$ cat src/rtl/memp_pkg.sv
// Shared constants and types for the P-vector memory row packer.
// Elements pack into rows with lane 0 at the LSBs.
package memp_pkg;

  localparam int ELEMENT_WIDTH  = 64;
  localparam int NO_OF_UNITS    = 8;
  localparam int MEM_ADDR_WIDTH = 20;
  localparam int MEM_DEPTH      = 1001;
  localparam int LANE_W         = $clog2(NO_OF_UNITS);
  localparam int ROW_W          = NO_OF_UNITS * ELEMENT_WIDTH;

  typedef enum logic [1:0] {
    IDLE,
    FILL,
    DONE
  } packer_state_t;

  typedef logic [ROW_W-1:0] row_t;

  // The end row is computed one bit wider so that a base near the top of the
  // address space cannot wrap around and pass the check.
  function automatic logic range_ok(input logic [MEM_ADDR_WIDTH-1:0] base,
                                    input logic [MEM_ADDR_WIDTH-1:0] rows);
    logic [MEM_ADDR_WIDTH:0] end_row;
    end_row = {1'b0, base} + {1'b0, rows};
    return end_row <= (MEM_ADDR_WIDTH+1)'(MEM_DEPTH);
  endfunction

endpackage

$ cat src/rtl/memp_row_packer_if.sv
// Element stream in, wide row write out, for the P-vector memory packer.
interface memp_row_packer_if
  import memp_pkg::*;
();

  logic                      in_valid;
  logic [ELEMENT_WIDTH-1:0]  in_data;
  logic                      in_ready;
  row_t                      mem_write_data;
  logic                      mem_write_enable;
  logic [MEM_ADDR_WIDTH-1:0] mem_write_address;

  modport master (
    output in_valid, in_data,
    input  in_ready, mem_write_data, mem_write_enable, mem_write_address
  );

  modport slave (
    input  in_valid, in_data,
    output in_ready, mem_write_data, mem_write_enable, mem_write_address
  );

endinterface

$ cat src/rtl/memp_row_packer.sv
// Packs NO_OF_UNITS consecutive P elements into one wide row and issues one
// registered write per completed row, filling row_count rows from base_address.
module memp_row_packer
  import memp_pkg::*;
(
  input  logic                      clk,
  input  logic                      rst_n,
  input  logic                      start,
  input  logic [MEM_ADDR_WIDTH-1:0] base_address,
  input  logic [MEM_ADDR_WIDTH-1:0] row_count,
  memp_row_packer_if.slave          bus,
  output logic                      busy,
  output logic                      finish,
  output logic                      range_err
);

  packer_state_t state_q, state_d;

  logic [LANE_W-1:0]         lane_q;
  logic [MEM_ADDR_WIDTH-1:0] row_q;
  logic [MEM_ADDR_WIDTH-1:0] base_q;
  logic [MEM_ADDR_WIDTH-1:0] rows_q;

  logic [ELEMENT_WIDTH-1:0]                 lanes_p0 [NO_OF_UNITS-1];
  logic [(NO_OF_UNITS-1)*ELEMENT_WIDTH-1:0] lanes_flat_p0;

  logic accept;
  logic lane_last;
  logic row_done;
  logic job_last;
  logic load_job;
  logic fin_d;
  logic rerr_d;

  assign accept    = (state_q == FILL) && bus.in_valid;
  assign lane_last = (lane_q == LANE_W'(NO_OF_UNITS-1));
  assign row_done  = accept && lane_last;
  assign job_last  = row_done && (row_q == rows_q - 1'b1);

  always_comb begin
    lanes_flat_p0 = '0;
    for (int i = 0; i < NO_OF_UNITS-1; i++) begin
      lanes_flat_p0[i*ELEMENT_WIDTH +: ELEMENT_WIDTH] = lanes_p0[i];
    end
  end

  always_ff @(posedge clk) begin
    if (!rst_n) begin
      state_q <= IDLE;
    end else begin
      state_q <= state_d;
    end
  end

  always_comb begin
    state_d      = state_q;
    busy         = 1'b0;
    bus.in_ready = 1'b0;
    load_job     = 1'b0;
    fin_d        = 1'b0;
    rerr_d       = 1'b0;
    case (state_q)
      IDLE: begin
        if (start) begin
          if (row_count == '0) begin
            state_d = DONE;
          end else if (!range_ok(base_address, row_count)) begin
            rerr_d = 1'b1;
          end else begin
            load_job = 1'b1;
            state_d  = FILL;
          end
        end
      end
      FILL: begin
        busy         = 1'b1;
        bus.in_ready = 1'b1;
        if (job_last) begin
          state_d = DONE;
        end
      end
      DONE: begin
        busy    = 1'b1;
        fin_d   = 1'b1;
        state_d = IDLE;
      end
      default: state_d = IDLE;
    endcase
  end

  // Job control, lane/row counters and one-cycle strobes.
  always_ff @(posedge clk) begin
    if (!rst_n) begin
      lane_q               <= '0;
      row_q                <= '0;
      base_q               <= '0;
      rows_q               <= '0;
      finish               <= 1'b0;
      range_err            <= 1'b0;
      bus.mem_write_enable <= 1'b0;
    end else begin
      finish               <= fin_d;
      range_err            <= rerr_d;
      bus.mem_write_enable <= row_done;
      if (load_job) begin
        base_q <= base_address;
        rows_q <= row_count;
        lane_q <= '0;
        row_q  <= '0;
      end else if (accept) begin
        lane_q <= lane_last ? '0 : lane_q + LANE_W'(1);
        if (lane_last) begin
          row_q <= row_q + 1'b1;
        end
      end
    end
  end

  // p0: lane capture; p1: the final element is merged straight into the
  // registered row so a write issues without a bubble.
  always_ff @(posedge clk) begin
    if (!rst_n) begin
      for (int i = 0; i < NO_OF_UNITS-1; i++) begin
        lanes_p0[i] <= '0;
      end
      bus.mem_write_data    <= '0;
      bus.mem_write_address <= '0;
    end else if (accept) begin
      if (lane_last) begin
        bus.mem_write_data    <= {bus.in_data, lanes_flat_p0};
        bus.mem_write_address <= base_q + row_q;
      end else begin
        lanes_p0[lane_q] <= bus.in_data;
      end
    end
  end

endmodule
$ cat src/flat_wrapper.sv
// flat-port wrapper written by rule: the top's interface ports become plain ports
module memp_row_packer_flat import memp_pkg::*;
  (clk, rst_n, start, base_address, row_count, busy, finish, range_err, bus_in_valid, bus_in_data, bus_in_ready, bus_mem_write_data, bus_mem_write_enable, bus_mem_write_address);
  memp_row_packer_if bus_i ();
  input  logic clk;
  input  logic rst_n;
  input  logic start;
  input  logic [MEM_ADDR_WIDTH-1:0] base_address;
  input  logic [MEM_ADDR_WIDTH-1:0] row_count;
  output logic busy;
  output logic finish;
  output logic range_err;
  input wire logic [$bits(bus_i.in_valid)-1:0] bus_in_valid;
  input wire logic [$bits(bus_i.in_data)-1:0] bus_in_data;
  output wire logic [$bits(bus_i.in_ready)-1:0] bus_in_ready;
  output wire logic [$bits(bus_i.mem_write_data)-1:0] bus_mem_write_data;
  output wire logic [$bits(bus_i.mem_write_enable)-1:0] bus_mem_write_enable;
  output wire logic [$bits(bus_i.mem_write_address)-1:0] bus_mem_write_address;
  assign bus_i.in_valid = bus_in_valid;
  assign bus_i.in_data = bus_in_data;
  assign bus_in_ready = bus_i.in_ready;
  assign bus_mem_write_data = bus_i.mem_write_data;
  assign bus_mem_write_enable = bus_i.mem_write_enable;
  assign bus_mem_write_address = bus_i.mem_write_address;
  memp_row_packer u_core (.clk(clk), .rst_n(rst_n), .start(start), .base_address(base_address), .row_count(row_count), .bus(bus_i), .busy(busy), .finish(finish), .range_err(range_err));
endmodule
$ cat config.mk
export PLATFORM = sky130hd
export DESIGN_NAME = memp_row_packer_flat
export DESIGN_NICKNAME = d
export VERILOG_FILES = /design/src/rtl/memp_pkg.sv /design/src/rtl/memp_row_packer_if.sv /design/src/rtl/memp_row_packer.sv /design/src/flat_wrapper.sv
export SDC_FILE = /design/constraint.sdc
export NUM_CORES = 2
export LEC_CHECK = 0
export CAP_MARGIN = 10
export CORE_UTILIZATION = 53
export DETAILED_ROUTE_END_ITERATION = 8
export PLACE_DENSITY = 0.82
export SYNTH_ARGS = -nofsm -noshare
export SYNTH_HDL_FRONTEND = slang
export SYNTH_SLANG_ARGS = --single-unit
$ cat constraint.sdc
create_clock -name clk -period 9.1 [get_ports clk]
set_clock_uncertainty 0.2 [all_clocks]
set_input_delay 1.82 -clock clk [delete_from_list [all_inputs] [get_ports clk]]
set_output_delay 1.82 -clock clk [all_outputs]
set_load 0.01 [all_outputs]
# Yosys cells after proc, flatten, opt, wreduce, memory -nomap -nowiden
# Memories as Yosys holds them, arrays and structs flattened. A register that Yosys moved wholly into a read port is not among the register bits.
# Index checks and enable logic that the tools add are counted.
# totals
reg_bits	600
ramBits	448
in_bits	108
out_inout_bits	537
wordCells	67
mem_count	1
# mem_list
name	depth	word_bits	read_ports	rd_ports_with_merged_regs	write_ports	line	source
u_core.lanes_p0	7	64	7	7	7	memp_row_packer.sv:24	logic [ELEMENT_WIDTH-1:0] lanes_p0 [NO_OF_UNITS-1];
# op_classes
addsub	5
order_cmp	1
n_eq_ne	7
n_mux	22
n_bitwise	3
reduce_logical	18
# ops
op	n
64-bit two-way mux	1
64-bit OR reduction	1
20-bit by 20-bit adder with 21-bit output	1
21-bit by 10-bit <= comparator with 1-bit output, second input constant	1
20-bit by 1-bit adder with 20-bit output, second input constant	1
20-bit adder	1
20-bit equality test	1
20-bit logical NOT	1
20-bit by 1-bit subtractor with 20-bit output, second input constant	1
1-bit two-way mux	14
2-bit two-way mux	4
1-bit logical NOT	7
3-bit two-way mux	2
2-bit one-hot mux with 2 select lines	1
2-bit OR reduction	2
4-bit OR reduction	1
3-bit by 1-bit adder with 3-bit output, second input constant	1
3-bit equality test, second input constant	1
1-bit logical AND	3
3-bit by 1-bit inequality test with 1-bit output, second input constant	1
1-bit inverter	3
3-bit AND reduction	1
2-bit by 1-bit equality test with 1-bit output, second input constant	1
2-bit equality test, second input constant	1
other kinds (4)	4

# Logic depth before layout (Yosys ltp)
# logic_depth
ltp_word	7
mapped_depth	13
depth_no_buf	12

# Worst setup path after synthesis
# OpenSTA, ideal clock, no wires.
# synth_timing
path_type	in2reg
from	input port bus_in_valid
to	memory u_core.lanes_p0[5][0] (enable)
setup_time_ns	0.574
t_arrival_ns	6.716
t_required_ns	8.326
setup_slack_ns	1.610
path_stages	4
path_buffers	0
path_cell_list	nand2_1 nor2_1 nand2_1 o21ai_0
# synth_lines
item	line	source
start: declaration	flat_wrapper.sv:13	input wire logic [$bits(bus_i.in_valid)-1:0] bus_in_valid;
end: declaration	memp_row_packer.sv:24	

# Worst setup path in the final report
# layout_timing
from	input port row_count[0]
to	register u_core.row_q[8]
# layout_between
elab_chain_cells	7
elab_cells_between_ends	8
classes_between	add/sub: 1; order compare: 1; mux: 4; reduce/logical: 2
# layout_rtl
item	line	source
start: declaration	flat_wrapper.sv:9	input logic [MEM_ADDR_WIDTH-1:0] row_count;
20-bit by 20-bit adder with 21-bit output	memp_pkg.sv:25	end_row = {1'b0, base} + {1'b0, rows};
21-bit by 10-bit <= comparator with 1-bit output	memp_pkg.sv:26	return end_row <= (MEM_ADDR_WIDTH+1)'(MEM_DEPTH);
1-bit two-way mux	memp_row_packer.sv:67	end else if (!range_ok(base_address, row_count)) begin
1-bit two-way mux (*)	memp_row_packer.sv:65	if (row_count == '0) begin
1-bit two-way mux (*)	memp_row_packer.sv:64	if (start) begin
1-bit two-way mux (*)	memp_row_packer.sv:62	case (state_q)
2-bit OR reduction (no source line) (*)	--	
end signal: assignment	memp_row_packer.sv:113	row_q <= row_q + 1'b1;
end: declaration	memp_row_packer.sv:20	logic [MEM_ADDR_WIDTH-1:0] row_q;
# Mark *: on every way between the ends. The rest lies on a longest branch, timed or not.
# A chain may end at the register's enable or synchronous reset.

==> run_results.csv <==
group,metric,value,unit
outcome,status,"complete, but fails checks",
outcome,violations,"DRC",
layout,synthToLayoutAreaGrowth,26.7,%
place,routabilityCongestion,0.899,
sta,hold_violations,0,
grt,overflow,0,
place,port_buffers,644,
grt,track_usage,31.2,%
place,placed_area,0.0463,mm^2
critical_path,worstSetupEndpointType,"flop",
routing,via_per_inst,5.61,
routing,postRouteAntennaNets,0,
layout,final_util,68.1,%
clock_network,insertion_delay,0.67,ns
floorplan,dieArea,0.0754,mm^2
sta,period_share,59.5,%
routing,initialDrtViolationCount,3196,
floorplan,die_y,275,um
routing,totalWireLength,122000,um
critical_path,path_cells,"clkdlybuf4s50_1 > ha_1 > inv_1 > fa_1 > nor2b_1 > o2111ai_1 > nand3_1 > a31oi_1 > o21ai_0 > mux2i_1 > and4_1 > nand3_4 > and3_1",
critical_path,reg2reg_slack,4.65,ns
power_and_ir_drop,ir_drop,0.173,mV
sta,max_clock_freq,0.185,GHz
synthesis,avgSynthCellArea,9.41,um^2
grt,grt_max_degree,231,
synthesis,syn_nets,4340,
clock_network,cts_resized,0,
critical_path,cp.arrival,5.73,ns
routing,drcViolationCount,41,
power_and_ir_drop,power_density,193,mW/mm^2
synthesis,ys.warnings.count,0,
synthesis,ys_seq_area_share,63.1,%
clock_network,cts_htree_levels,3,
critical_path,criticalPathCategory,"primary input to flop",
sta,layout_min_cycle_time,5.41,ns
clock_network,cts_hold_buffers,0,
layout,final_area,0.0499,mm^2
critical_path,critPathMaxStageDelay,0.76,ns
critical_path,crit_path_start_kind,"primary input",
grt,grt_pass1_wl,179000,um
place,dp_hpwl,76700,um
critical_path,critPathBufInv,2,
grt,antenna_found_initial,1,
critical_path,cp_top_family,"simple AND/OR/NAND/NOR gates",
sta,setup_viol,0,
routing,dr.pass1.iters,9,
sta,rsz0062_at_grt,"false",
clock_network,postCtsSetupBuffers,0,
worst_hold_path,hold_path_class,"flop to flop",
critical_path,critPathMaxFanout,60,
power_and_ir_drop,p_leak,0.0175,uW
synthesis,synth_seq_cells,1048,
clock_network,cts_buffers,102,
clock_network,cts_tree,"done",
layout,nets,4848,
routing,vias,32200,
floorplan,die_width,275,um
grt,grt_pass1_vias,30200,
sta,worst_pin_slew,1.20,ns
synthesis,synth_ff_type,"dfxtp_1",
sta,fin_tns_setup,0,ns
critical_path,crit_slowest_cell,"nand3_4",
synthesis,synth_edf_count,384,
synthesis,netlist_area,0.0394,mm^2
synthesis,synth_cells,4184,
layout,drive_above_1_share,4.50,%
floorplan,start_util,53.8,%
synthesis,synth_cell_types,65,
floorplan,num_rows,99,
clock_network,path_clk_slew,0.06,ns
floorplan,core_area,0.0732,mm^2
layout,num-fill-cells,5404,
routing,routedWlPerCell,21.3,um
layout,antenna_cells,0,
sta,slew_violations,0,
critical_path,worst_ep_required_time,9.42,ns
clock_network,root_buffer,"clkbuf_16",
sta,maxSlewHeadroom,19.9,%
synthesis,synthArstFlopShare,0,%
clock_network,cts_sinks,1048,
run,cap_violations,0,
floorplan,io_pins,645,
clock_network,clk_path_buf_depth,3,
-- stage by stage --
step                      hold slack (ns)  setup WS (ns)  std cells  total power [uW]
after floorplan                     0.232           1.61       4184              5180
after global placement              0.237           3.11       5547              5320
after detailed placement            0.243           3.12       5547              5320
after CTS                           0.251           3.78       5738              9640
after global routing                0.265           3.47       5738              9840
final                               0.250           3.69       5738              9620
-- per-layer routing --
metal	global-route usage [%]	wire length (um)
met5	0	0
met4	14.9	6200
met3	6.75	10900
met2	51.0	58000
met1	39.5	47000
-- flip-flops by register name, summed over array words and instances, names as in the netlist --
register,flops
u_core.lanes_p0,448
u_core.lane_q,3
u_core.rows_q,20
u_core.row_q,20
u_core.state_q,2
u_core.finish,1
u_core.range_err,1
u_core.base_q,20
u_core.bus.mem_write_enable,1
u_core.bus.mem_write_address,20
u_core.bus.mem_write_data,512
-- worst reg2reg max path, delay by kind of cell (launching register included) --
kind                     cells  cell delay [ns]
adder cells (fa/ha/maj)      1             0.44
AND/OR/NAND/NOR              6             2.96
buffers and inverters        1             0.10
flip-flops                   1             0.33
-- cells in the mapped netlist, types with 2 or more instances --
master        n  area (um^2)
a211oi_1      9         67.6
a211o_1       2         17.5
nand2b_1      4         25.0
nand4_1      15         93.8
dfxtp_1     664        13300
nor4_1       13         81.3
a221oi_1      4         35.0
and3_1       27          169
o21a_1        4         30.0
clkbuf_1    246          923
inv_1        91          342
or4_1         2         15.0
o2111ai_1     4         35.0
or3_1         3         18.8
mux2_2        2         22.5
ha_1         46          576
a31oi_1       6         37.5
o21bai_1      3         22.5
nand2_1    1373         5150
nand3b_1      3         22.5
nor3_1       16         80.1
buf_2         2         10.0
a21oi_1     622         3110
or4_4         2         22.5
o22ai_1       4         25.0
or2_2         3         18.8
fa_1          2         40.0
buf_6         4         45.0
nand3_1      32          160
o31ai_1       5         37.5
o21ai_0      25          125
edfxtp_1    384        11500
o211a_1       2         20.0
buf_1        14         52.6
a2111oi_1     2         20.0
o31a_1        2         17.5
o211ai_1      5         37.5
xor2_1       22          193
nor2b_1      11         68.8
nor2_1      311         1170
xnor2_1      41          359
a21o_1       11         82.6
mux2i_1      50          500
and2_1       70          438
-- cells by family after synthesis --
group	count (synthesis)	synth area share, %
and+or+nand+nor	1892	19.3
DFF	1048	63.1
AOI/OAI and AO/OA	724	9.81
buffers and inverters	357	3.49
xor gates and xnor gates	63	1.40
muxes	52	1.33
adders and majority gates	48	1.56
-- placed cells by master (no fill, tap or decap), types with 14 or more instances in the layout --
| master | Yosys | final |
|---|---|---|
| clkinv_2 | 0 | 19 |
| nor3_1 | 16 | 14 |
| a21oi_1 | 622 | 622 |
| clkbuf_16 | 0 | 110 |
| clkdlybuf4s50_1 | 0 | 643 |
| dfxtp_1 | 664 | 664 |
| nand2_1 | 1373 | 1367 |
| mux2i_1 | 50 | 50 |
| ha_1 | 46 | 46 |
| edfxtp_1 | 384 | 384 |
| nor2_1 | 311 | 311 |
| and3_1 | 27 | 25 |
| buf_4 | 0 | 23 |
| clkbuf_1 | 246 | 29 |
| xnor2_1 | 41 | 41 |
| xor2_1 | 22 | 22 |
| o21ai_0 | 25 | 24 |
| inv_1 | 91 | 90 |
| nand3_1 | 32 | 30 |
| and2_1 | 70 | 70 |
| nand4_1 | 15 | 15 |
-- where the power goes --
part / internal, uW / total, uW / switching, uW
Clock: 2580 / 4390 / 1810
Combinational: 88.1 / 283 / 195
Sequential: 4920 / 4940 / 21.2
-- path summary, 6_finish.rpt --
kind / cells past startpoint / to / start
worst max-delay path: 13 / u_core.row_q[8] / row_count[0]
worst min-delay path: 2 / u_core.bus.mem_write_data[435] / u_core.lanes_p0[6][51]
worst max register to register: 8 / u_core.lanes_p0[2][34] / u_core.state_q[1]
worst min register to register: 2 / u_core.bus.mem_write_data[435] / u_core.lanes_p0[6][51]
-- area by class of cell --
class	instances	area, um^2	area share (%)
Clock inverter	42	532	1.07
Tap cell	959	1200	2.41
Inverter	91	349	0.700
Timing Repair Buffer	670	6690	13.4
Clock buffer	149	3000	6.01
Multi-Input combinational cell	2779	13300	26.6
Sequential cell	1048	24800	49.8
Note: power is estimated with default switching activity, not from simulation.
